--- src/rtl/if_stage_pkg.sv ---
// Shared types and constants for the instruction-fetch stage.
// FSM encoding, vectors, NOP and IF_ID field layout.
package if_stage_pkg;

  typedef enum logic [2:0] {
    BOOT,
    REQ,
    WAIT,
    HOLD,
    DROP
  } state_t;

  localparam logic [31:0] RESET_PC = 32'h8000_0000;
  localparam logic [31:0] ILLOP_PC = 32'h8000_0004;
  localparam logic [31:0] XADR_PC  = 32'h8000_0008;

  localparam logic [31:0] NOP = 32'b0;

  localparam int PC4_HI   = 63;
  localparam int PC4_LO   = 32;
  localparam int INSTR_HI = 31;
  localparam int INSTR_LO = 0;

  function automatic logic [63:0] pack_if_id(
    input logic [31:0] pc4,
    input logic [31:0] instr
  );
    return {pc4, instr};
  endfunction

endpackage

--- src/rtl/if_stage_pc_select.sv ---
// Next-PC priority mux with redirect and interrupt-take decode.
// Interrupt path present only when IF_IRQ_EN is defined.
module pc_select
  import if_stage_pkg::*;
(
  input  logic        pc_msb,
  input  logic        if_id_valid,
  input  logic        if_interrupt,
  input  logic        pc_write,
  input  logic        id_exception,
  input  logic        z,
  input  logic        jr,
  input  logic        j,
  input  logic        irq,
  input  logic [31:0] branch_target,
  input  logic [31:0] jr_target,
  input  logic [31:0] jump_target,
  output logic        take,
  output logic        irq_take,
  output logic [31:0] target
);

  // stale operands while ID stalls, so only redirect on a live slot
  assign take = if_id_valid & pc_write
              & (id_exception | z | jr | j);

`ifdef IF_IRQ_EN
  // kernel mode masks irq; a redirect wins this cycle
  assign irq_take = irq & ~pc_msb & ~take
                  & pc_write & ~if_interrupt;
`else
  logic irq_unused;
  assign irq_take   = 1'b0;
  assign irq_unused = irq ^ pc_msb ^ if_interrupt;
`endif

  // exception > branch > jr > jump, interrupt vector overrides
  always_comb begin
    target = jump_target;
    if (id_exception)
      target = ILLOP_PC;
    else if (z)
      target = branch_target;
    else if (jr)
      target = jr_target;
`ifdef IF_IRQ_EN
    if (irq_take)
      target = XADR_PC;
`endif
  end

endmodule

--- src/rtl/if_stage.sv ---
// Instruction-fetch stage: PC, single-outstanding fetch FSM, IF_ID.
// Define IF_IRQ_EN to enable interrupt bubble injection.
module if_stage
  import if_stage_pkg::*;
(
  input  logic        clk,
  input  logic        reset,
  output logic        imem_req,
  output logic [31:0] imem_addr,
  input  logic [31:0] imem_rdata,
  input  logic        imem_valid,
  input  logic        Z,
  input  logic        J,
  input  logic        JR,
  input  logic        PC_IF_ID_Write,
  input  logic        ID_exception,
  input  logic [31:0] branch_target,
  input  logic [31:0] jump_target,
  input  logic [31:0] jr_target,
  input  logic        irq,
  output logic [63:0] IF_ID,
  output logic        IF_ID_valid,
  output logic        IF_interrupt
);

  state_t      state;
  logic [31:0] pc;
  logic [31:0] pc_plus4;
  logic [31:0] hold_buf;
  logic [31:0] fetch_word;
  logic [31:0] target;
  logic        take;
  logic        irq_take;
  logic        ev;
  logic        fetch_write;

  pc_select u_sel (
    .pc_msb        (pc[31]),
    .if_id_valid   (IF_ID_valid),
    .if_interrupt  (IF_interrupt),
    .pc_write      (PC_IF_ID_Write),
    .id_exception  (ID_exception),
    .z             (Z),
    .jr            (JR),
    .j             (J),
    .irq           (irq),
    .branch_target (branch_target),
    .jr_target     (jr_target),
    .jump_target   (jump_target),
    .take          (take),
    .irq_take      (irq_take),
    .target        (target)
  );

  assign pc_plus4  = pc + 32'd4;
  assign ev        = take | irq_take;
  assign imem_req  = (state == REQ);
  assign imem_addr = pc;

  assign fetch_word = (state == HOLD) ? hold_buf
                                      : imem_rdata;

  assign fetch_write = ~ev & PC_IF_ID_Write
    & (((state == WAIT) & imem_valid)
       | (state == HOLD));

  // fetch sequencing: one request in flight, park word on stall
  always_ff @(posedge clk or posedge reset) begin
    if (reset) begin
      state    <= BOOT;
      hold_buf <= NOP;
    end else begin
      unique case (state)
        BOOT: state <= REQ;
        REQ:  state <= ev ? DROP : WAIT;
        WAIT: begin
          if (imem_valid) begin
            if (ev || PC_IF_ID_Write) begin
              state <= REQ;
            end else begin
              hold_buf <= imem_rdata;
              state    <= HOLD;
            end
          end else if (ev) begin
            state <= DROP;
          end
        end
        HOLD: if (ev || PC_IF_ID_Write) state <= REQ;
        DROP: if (imem_valid) state <= REQ;
        default: state <= BOOT;
      endcase
    end
  end

  // PC and IF_ID: redirect/bubble beats a normal write
  always_ff @(posedge clk or posedge reset) begin
    if (reset) begin
      pc          <= RESET_PC;
      IF_ID       <= '0;
      IF_ID_valid <= 1'b0;
    end else if (ev) begin
      pc          <= target;
      IF_ID_valid <= 1'b0;
      IF_ID       <= irq_take ? pack_if_id(pc_plus4, NOP)
                              : '0;
    end else if (fetch_write) begin
      pc          <= pc_plus4;
      IF_ID_valid <= 1'b1;
      IF_ID       <= pack_if_id(pc_plus4, fetch_word);
    end
  end

`ifdef IF_IRQ_EN
  // bubble tag, cleared by the next real IF_ID write
  always_ff @(posedge clk or posedge reset) begin
    if (reset)
      IF_interrupt <= 1'b0;
    else if (irq_take)
      IF_interrupt <= 1'b1;
    else if (fetch_write)
      IF_interrupt <= 1'b0;
  end
`else
  assign IF_interrupt = 1'b0;
`endif

endmodule

--- config.mk ---
export PLATFORM = sky130hd
export DESIGN_NAME = if_stage
export DESIGN_NICKNAME = d
export VERILOG_FILES = /design/src/rtl/if_stage_pkg.sv /design/src/rtl/if_stage_pc_select.sv /design/src/rtl/if_stage.sv
export SDC_FILE = /design/constraint.sdc
export NUM_CORES = 1
export LEC_CHECK = 0
export ABC_AREA = 1
export ABC_CLOCK_PERIOD_IN_PS = 9400
export BUFFER_PORTS_ARGS = -buffer_cell sky130_fd_sc_hd__clkbuf_2
export CORE_MARGIN = 2
export CORE_UTILIZATION = 34
export DETAILED_ROUTE_END_ITERATION = 12
export GPL_TIMING_DRIVEN = 0
export SYNTH_ARGS = -nofsm -noshare
export SYNTH_HDL_FRONTEND = slang
export SYNTH_HIERARCHICAL = 1
export SYNTH_SLANG_ARGS = --single-unit
--- constraint.sdc ---
create_clock -name clk -period 9.4 [get_ports clk]
set_input_delay 0.47 -clock clk [delete_from_list [all_inputs] [get_ports clk]]
set_output_delay 0.47 -clock clk [all_outputs]
set_load 0.05 [all_outputs]
# Yosys cells after proc, flatten, opt, wreduce, memory -nomap -nowiden
# Index checks and enable logic that the tools add are counted.
# totals
input_bits	137
word_cells	46
reg_bits	132
out_inout_bits	99
# op_classes
n_reduce_logical	5
eq_ne	7
n_addsub	1
muxes	17
n_bitwise	11
# ops
cell	count
32-bit 2-to-1 mux	6
64-bit 2-to-1 mux	2
32-bit by 3-bit adder with 32-bit output, second input constant	1
3-bit 2-to-1 mux	5
3-bit one-hot mux with 5 select lines	1
3-bit by 2-bit == test with 1-bit output, second input constant	2
3-bit AND reduction	2
1-bit bitwise AND	5
1-bit OR	4
3-bit by 1-bit == test with 1-bit output, second input constant	1
3-bit == test, second input constant	1
3-bit logical NOT	1
3-bit inequality test, second input constant	1
1-bit 2-to-1 mux	2
2-bit 2-to-1 mux	1
2-bit by 1-bit inequality test with 1-bit output, second input constant	1
2-bit inequality test, second input constant	1
1-bit inverter	2
2-bit nonzero test	1
1-bit logical OR	1

# Logic depth before layout (Yosys ltp)
# Gate-level depths: netlist of the first run.
# depth
word_depth	9
mapped_depth	12
ltp_nobuf	10

# By module
# The synthesis of the first run kept the hierarchy.
# by_module_without_submodules
module	area_each_um2	instances	cells_per_inst	seq_area_each_um2
if_stage	6566.3	1	877	3304.4
pc_select	1071.0	1	249	0.0

# Worst setup path before layout of the first run
# No wires, ideal clock.
# synth_timing
path_kind	input-to-reg
startpoint	input JR
endpoint	register hold_buf[0]
setup_slack_ns	7.461
stages	12
arrival_ns	1.808
required_time_ns	9.270
path_buffers	4
setup_ns	0.130
path_cell_list	buf_6 -> buf_4 -> nor2_1 -> a21oi_1 -> nor2_4 -> inv_2 -> nor2_1 -> nand2_1 -> buf_4 -> buf_2 -> nand2_1 -> o21ai_0
# synth_between
elab_chain_len	6
# synth_rtl
element	line_no	source
start, declared	if_stage.sv:14	input logic JR,
1-bit OR (2 in series)	if_stage_pc_select.sv:25	& (id_exception | z | jr | j);
1-bit bitwise AND	if_stage_pc_select.sv:25	
named net take	if_stage.sv:32	logic take;
1-bit logical OR	if_stage.sv:78	if (ev || PC_IF_ID_Write) begin
1-bit inverter (no source line)	--	
3-bit AND reduction (no source line)	--	
end signal, assigned	if_stage.sv:81	hold_buf <= imem_rdata;
end, declared	if_stage.sv:29	logic [31:0] hold_buf;
# The timed path passes the listed nets, and every way through them passes these cells.
# A chain may end at the register's enable or synchronous reset.

# Final worst setup path of the first run
# layout_timing
startpoint	register state[1]
endpoint	output imem_req
# layout_between
elab_chain_len	1
# layout_rtl
element	line_no	source
start, declared	if_stage.sv:26	state_t state;
start signal, assigned	if_stage.sv:75	REQ: state <= ev ? DROP : WAIT;
3-bit by 1-bit == test with 1-bit output	if_stage.sv:57	assign imem_req = (state == REQ);
end, declared	if_stage.sv:8	output logic imem_req,
# Every way passes these cells.

==> results.toml, run 1 <==
[timing]
fmax_mhz = 525
layout_setup_ws_ns = 7.50
min_period_ns = 1.90
worst_pin_slew_ns = 0.629
period_share = 0.203
slew-limit-headroom = 0.581
fin_skew_ns = 0.00987
finalSetupViolCount = 0
slew_viol_final = 0
hold_viol_final = 0
setup_tns_ns = 0
grt_setup_unrepaired = "false"

[placed_design]
dp_slack_ns = 7.09
gp_congestion = 0.867
portBuffers = 232
postPlaceCellArea_um2 = 9180
dp_hpwl_um = 18300

[global_route]
grt_first_pass_wirelength_um = 39100
grt_pass1_vias = 7567
grt_usage = 0.208
overflow = 0
antenna_found_initial = 0
grt_max_degree = 69

[pwr]
intPower_uw = 1370
leakagePower_uw = 0.00560
swShare = 0.438
vdd_drop_max_uv = 144
p_comb_frac = 0.364
power_uw = 2440
netSwitchingPower_uw = 1070
clkPwrFrac = 0.296
power_density_nw_per_um2 = 248
p_seq_frac = 0.340

[hold_path]
holdCritPathClass = "in2async"

[clock_network]
clock_tree.buffer_depth = 2
cts_inserted_buffers = 17
htree_levels = 4
cts_tree = "built"
cts_hold_buf = 0
cts_num_sinks = 132
cts_root_buf = "clkbuf_16"
cts_resized = 0
clk_latency_ns = 0.43
clkTransAtPathRegs_ns = 0.06
postCtsSetupBuffers = 0

[detailed_routing]
drt_iter0_drc = 406
ant_nets = 0
wire_per_inst_um = 14.4
vias_per_cell = 4.67
wl_um = 24000
vias = 7809
drc_errors = 0
dr.pass1.iters = 5

[finish]
antennaDiodeCount = 0
final_cell_mix = "470 x nand2_1, 232 x clkbuf_2, 148 x nor2_1, 131 x dfrtp_1, 120 x inv_1"
layout.nets = 1516
area_growth_pct = 28.5
mostFrequentLayoutCell = "nand2_1"
fin_area_um2 = 9810
drive_above_1_share = 0.239

[worst_setup_path]
crit_path_cell_trace = "inv_2, nand3_1, inv_1, clkbuf_2"
cp_slowest_cell = "dfrtp_1"
crit_fanout = 4
reg2reg_from = "IF_ID_valid$_DFFE_PP0P_"
critPathMaxStageDelay_ns = 0.42
path_class = "reg2out"
required_ns = 8.93
worstSetupEndpointType = "output pin"
reg2regPathDepth = 10
r2r-end = "imem_addr[18]$_DFFE_PP0P_"
rrSetupSlack_ns = 7.50
worst_setup_path_start_kind = "flip-flop"
arrival_ns = 1.43

[floorplanning]
io_pins = 236
core-area_um2 = 22000
rows = 54
die_y_um = 154
dieWidth_um = 154
die_area_um2 = 23700
initial_core_util = 0.348

[logic_synthesis]
synth_cells = 1126
avgSynthCellArea_um2 = 6.78
synth_cell_types = 32
syn-cell-area_um2 = 7640
synthesis.nets = 1264
seq_area_frac_synth = 0.433
synth_warnings = 6
ys_ff_latch = 132

[status]
status = "complete, no violations"

[job]
cap_violations = 0
==> worst max-delay path: cells and delay by family, from the launching register on <==
kind	cells	cell delay [ns]
simple gates	1	0.12
buf+inv	3	0.47
flops	1	0.42
==> logic make-up (layout without fill, tap and decap cells) <==
family,count (synthesis),after routing,synth area share
and+or+nand+nor,660,660,0.337
buffers and inverters,182,447,0.112
AOI/OAI and AO/OA,141,141,0.107
DFF,132,132,0.433
xor gates and xnor gates,8,8,0.00917
other,2,2,0.000983
adders and majority gates,1,1,0.00164
==> worst max path at each step <==
stage,from,end,cells past startpoint
after floorplan,reset,IF_ID[0]$_DFFE_PP0P_,1
after global routing,IF_ID_valid$_DFFE_PP0P_,imem_addr[22]$_DFFE_PP0P_,10
final,state[1]$_DFFE_PP0P_,imem_req,4
after CTS,imem_addr[2]$_DFFE_PP0P_,imem_addr[18]$_DFFE_PP0P_,8
after global placement,reset,imem_addr[25]$_DFFE_PP0P_,2
after detailed placement,JR,imem_addr[18]$_DFFE_PP0P_,12
==> flip-flops by register name, summed over array words and instances, names as in the netlist <==
name and flops:
hold_buf 32, IF_ID 64, imem_addr 32, state 3
IF_ID_valid 1
==> power by group through the flow <==
stage	Clock, uW	Sequential, uW	Combinational [uW]
floorplan	0	1120	336
global placement	0	833	884
detailed placement	0	836	893
CTS	730	827	897
global route	755	850	971
finish	722	830	887
==> stage by stage <==
stage          hold WS (ns)   util  cells
6_report              0.141  0.447   1671
3_3_place_gp          0.463  0.417   1638
4_1_cts               0.162  0.447   1671
2_1_floorplan         0.454      -   1126
3_5_place_dp          0.465  0.418   1639
5_1_grt               0.190  0.447   1671
==> metal layers <==
| layer | GRT usage | share of wire | up-vias |
|---|---|---|---|
| met5 | 0 | 0 | - |
| li1 | - | - | 3948 |
| met3 | 0.0614 | 0.074 | 29 |
| met1 | 0.271 | 0.45 | 3595 |
| met2 | 0.344 | 0.46 | 237 |
| met4 | 0.0436 | 0.016 | 0 |
==> final cells by class <==
cell class	count	area, um2
Clock inverter	14	191
Clock buffer	18	439
Timing Repair Buffer	233	1190
Fill cell	2302	12100
Sequential cell	132	3300
Buffer	54	369
Inverter	128	488
Multi-Input combinational cell	812	3480
Tap cell	280	350
==> Yosys cell counts, drive strengths merged <==
library cell	count	share of area
dfstp	1	0.0034
nand4	1	0.00082
a21oi	4	0.0026
clkinv	1	0.00049
nor3	3	0.0020
conb	2	0.00098
inv	127	0.063
dfrtp	131	0.43
buf	48	0.045
xnor2	2	0.0023
o22ai	4	0.0033
and2	2	0.0016
xor2	6	0.0069
clkbuf	6	0.0029
nor2	155	0.082
ha	1	0.0016
o21a	1	0.00098
nand3	27	0.018
nand2	472	0.23
o21ai	98	0.065
o211ai	34	0.035
Note: power is estimated with default switching activity, not from simulation.
==> run 2: changes to the inputs <==
Settings changed: ABC_CLOCK_PERIOD_IN_PS 9400 to 2000.
Clock period 9.4 ns to 2 ns, I/O delays scaled along.
==> results.toml, run 2 (same netlist as run 1, synthesis figures left out) <==
[clock_network]
cts_tree = "built"
cts_root_buf = "clkbuf_16"
clkTransAtPathRegs_ns = 0.07
clock_tree.buffer_depth = 2
htree_levels = 4
cts_num_sinks = 132
cts_inserted_buffers = 17
clk_latency_ns = 0.43

[pwr]
clkPwrFrac = 0.275
netSwitchingPower_uw = 5120
p_seq_frac = 0.347
swShare = 0.455
vdd_drop_max_uv = 754
power_density_nw_per_um2 = 1100
leakagePower_uw = 0.00576
intPower_uw = 6140
power_uw = 11300
p_comb_frac = 0.379

[timing]
min_period_ns = 1.90
worst_pin_slew_ns = 0.548
slew_viol_final = 0
hold_viol_final = 0
fmax_mhz = 526
slew-limit-headroom = 0.635
grt_setup_unrepaired = "false"
setup_tns_ns = 0
fin_skew_ns = 0.0151
finalSetupViolCount = 0
period_share = 0.951

[detailed_routing]
dr.pass1.iters = 5
drt_iter0_drc = 487
wl_um = 24500
vias_per_cell = 4.69
ant_nets = 0
wire_per_inst_um = 14.3
drc_errors = 0
vias = 8032

[floorplanning]
core-area_um2 = 22000
die_area_um2 = 23700
io_pins = 236
initial_core_util = 0.348
rows = 54
die_y_um = 154
dieWidth_um = 154

[worst_setup_path]
cp_top_family = "buffers and inverters"
crit_path_cell_trace = "nand2_1, a21oi_2, nor2_4, buf_4, nand2_4, inv_2, buf_4, buf_2, nand2_1, o21ai_0"
cp_slowest_cell = "dfrtp_1"
required_ns = 2.34
crit_fanout = 10
crit_buf_inv = 4
critPathMaxStageDelay_ns = 0.41
worst_setup_path_start_kind = "flip-flop"
worstSetupEndpointType = "flip-flop"
arrival_ns = 2.24
path_class = "reg2reg"

[placed_design]
portBuffers = 232
gp_congestion = 0.870
dp_hpwl_um = 18800
postPlaceCellArea_um2 = 9240

[global_route]
grt_usage = 0.210
overflow = 0
antenna_found_initial = 0
grt_first_pass_wirelength_um = 39500
grt_max_degree = 41
grt_pass1_vias = 7642

[status]
status = "complete, no violations"

[finish]
antennaDiodeCount = 0
largest_reg_flops = 64
drive_above_1_share = 0.241
area_growth_pct = 33.3
final_cell_mix = "470 x nand2_1, 233 x clkbuf_2, 146 x nor2_1, 131 x dfrtp_1, 120 x inv_1"
largest_register = "IF_ID"
nFillCells = 2277
layout.nets = 1556
fin_area_um2 = 10200
mostFrequentLayoutCell = "nand2_1"

[job]
cap_violations = 0

[hold_path]
holdCritPathClass = "in2reg"
==> run 2: path summary, 6_finish.rpt <==
kind	from	to	slack, ns	cells after the start
min in group asynchronous	reset	hold_buf[27]$_DFFE_PP0P_	0.10	3
worst max register to register	IF_ID_valid$_DFFE_PP0P_	IF_ID[34]$_DFFE_PP0P_	0.1	10
worst min register to register	IF_ID[54]$_DFFE_PP0P_	IF_ID[54]$_DFFE_PP0P_	0.48	2
worst max-delay path	IF_ID_valid$_DFFE_PP0P_	IF_ID[34]$_DFFE_PP0P_	0.1	10
worst min-delay path	imem_rdata[4]	hold_buf[4]$_DFFE_PP0P_	0.02	3
max in group asynchronous	reset	IF_ID[54]$_DFFE_PP0P_	1.20	5
==> run 2: layout make-up <==
cell class                      instances  area [um2]  area share
Buffer                                 54         370      0.0364
Sequential cell                       132        3300       0.324
Multi-Input combinational cell        812        3500       0.343
Clock inverter                         14         129      0.0127
Inverter                              128         487      0.0478
Clock buffer                           18         439      0.0431
Tap cell                              280         350      0.0344
Timing Repair Buffer                  273        1610       0.158
==> run 2: worst register-to-register path: stages (launching register included) <==
cell and delay [ns]:
dfrtp_1 0.41, nand2_1 0.15, a21oi_2 0.07, nor2_4 0.21
buf_4 0.16, nand2_4 0.08, inv_2 0.08, buf_4 0.21
buf_2 0.28, nand2_1 0.07, o21ai_0 0.09
==> run 2: per-stage QoR <==
step / std cells / hold WS, ns / utilization / setup slack (ns)
after floorplan: 1126 / 0.221 / - / 0.134
after global placement: 1638 / 0.328 / 0.417 / -0.739
after detailed placement: 1642 / -0.00199 / 0.421 / 0.0321
after CTS: 1706 / 0.00906 / 0.461 / 0.0369
after global routing: 1711 / 0.0138 / 0.464 / 0.00609
final: 1711 / 0.0240 / 0.464 / 0.0987
==> run 2: metal layers <==
metal / wire length (um) / part of all wire / GRT usage / up-vias
li1: - / - / - / 4041
met1: 10900 / 0.45 / 0.274 / 3719
met2: 11600 / 0.47 / 0.351 / 247
met3: 1700 / 0.069 / 0.0583 / 25
met4: 297 / 0.012 / 0.0432 / 0
met5: 0 / 0 / 0 / -
==> run 2: timing repair <==
item | 4_1_cts | 5_1_grt
buffers inserted | 0 | 5
endpoints found under the hold margin | 112 | 0
setup endpoints to repair | 0 | 62
gates resized for setup | 0 | 6
hold buffers | 32 | 0
==> run 2: power groups by stage <==
stage               clock (uW)  combinational (uW)  sequential [uW]
detailed placement           0                4230             3930
CTS                       3130                4290             3890
global placement             0                4160             3910
floorplan                    0                1580             5280
global route              3240                4640             3980
finish                    3090                4260             3900
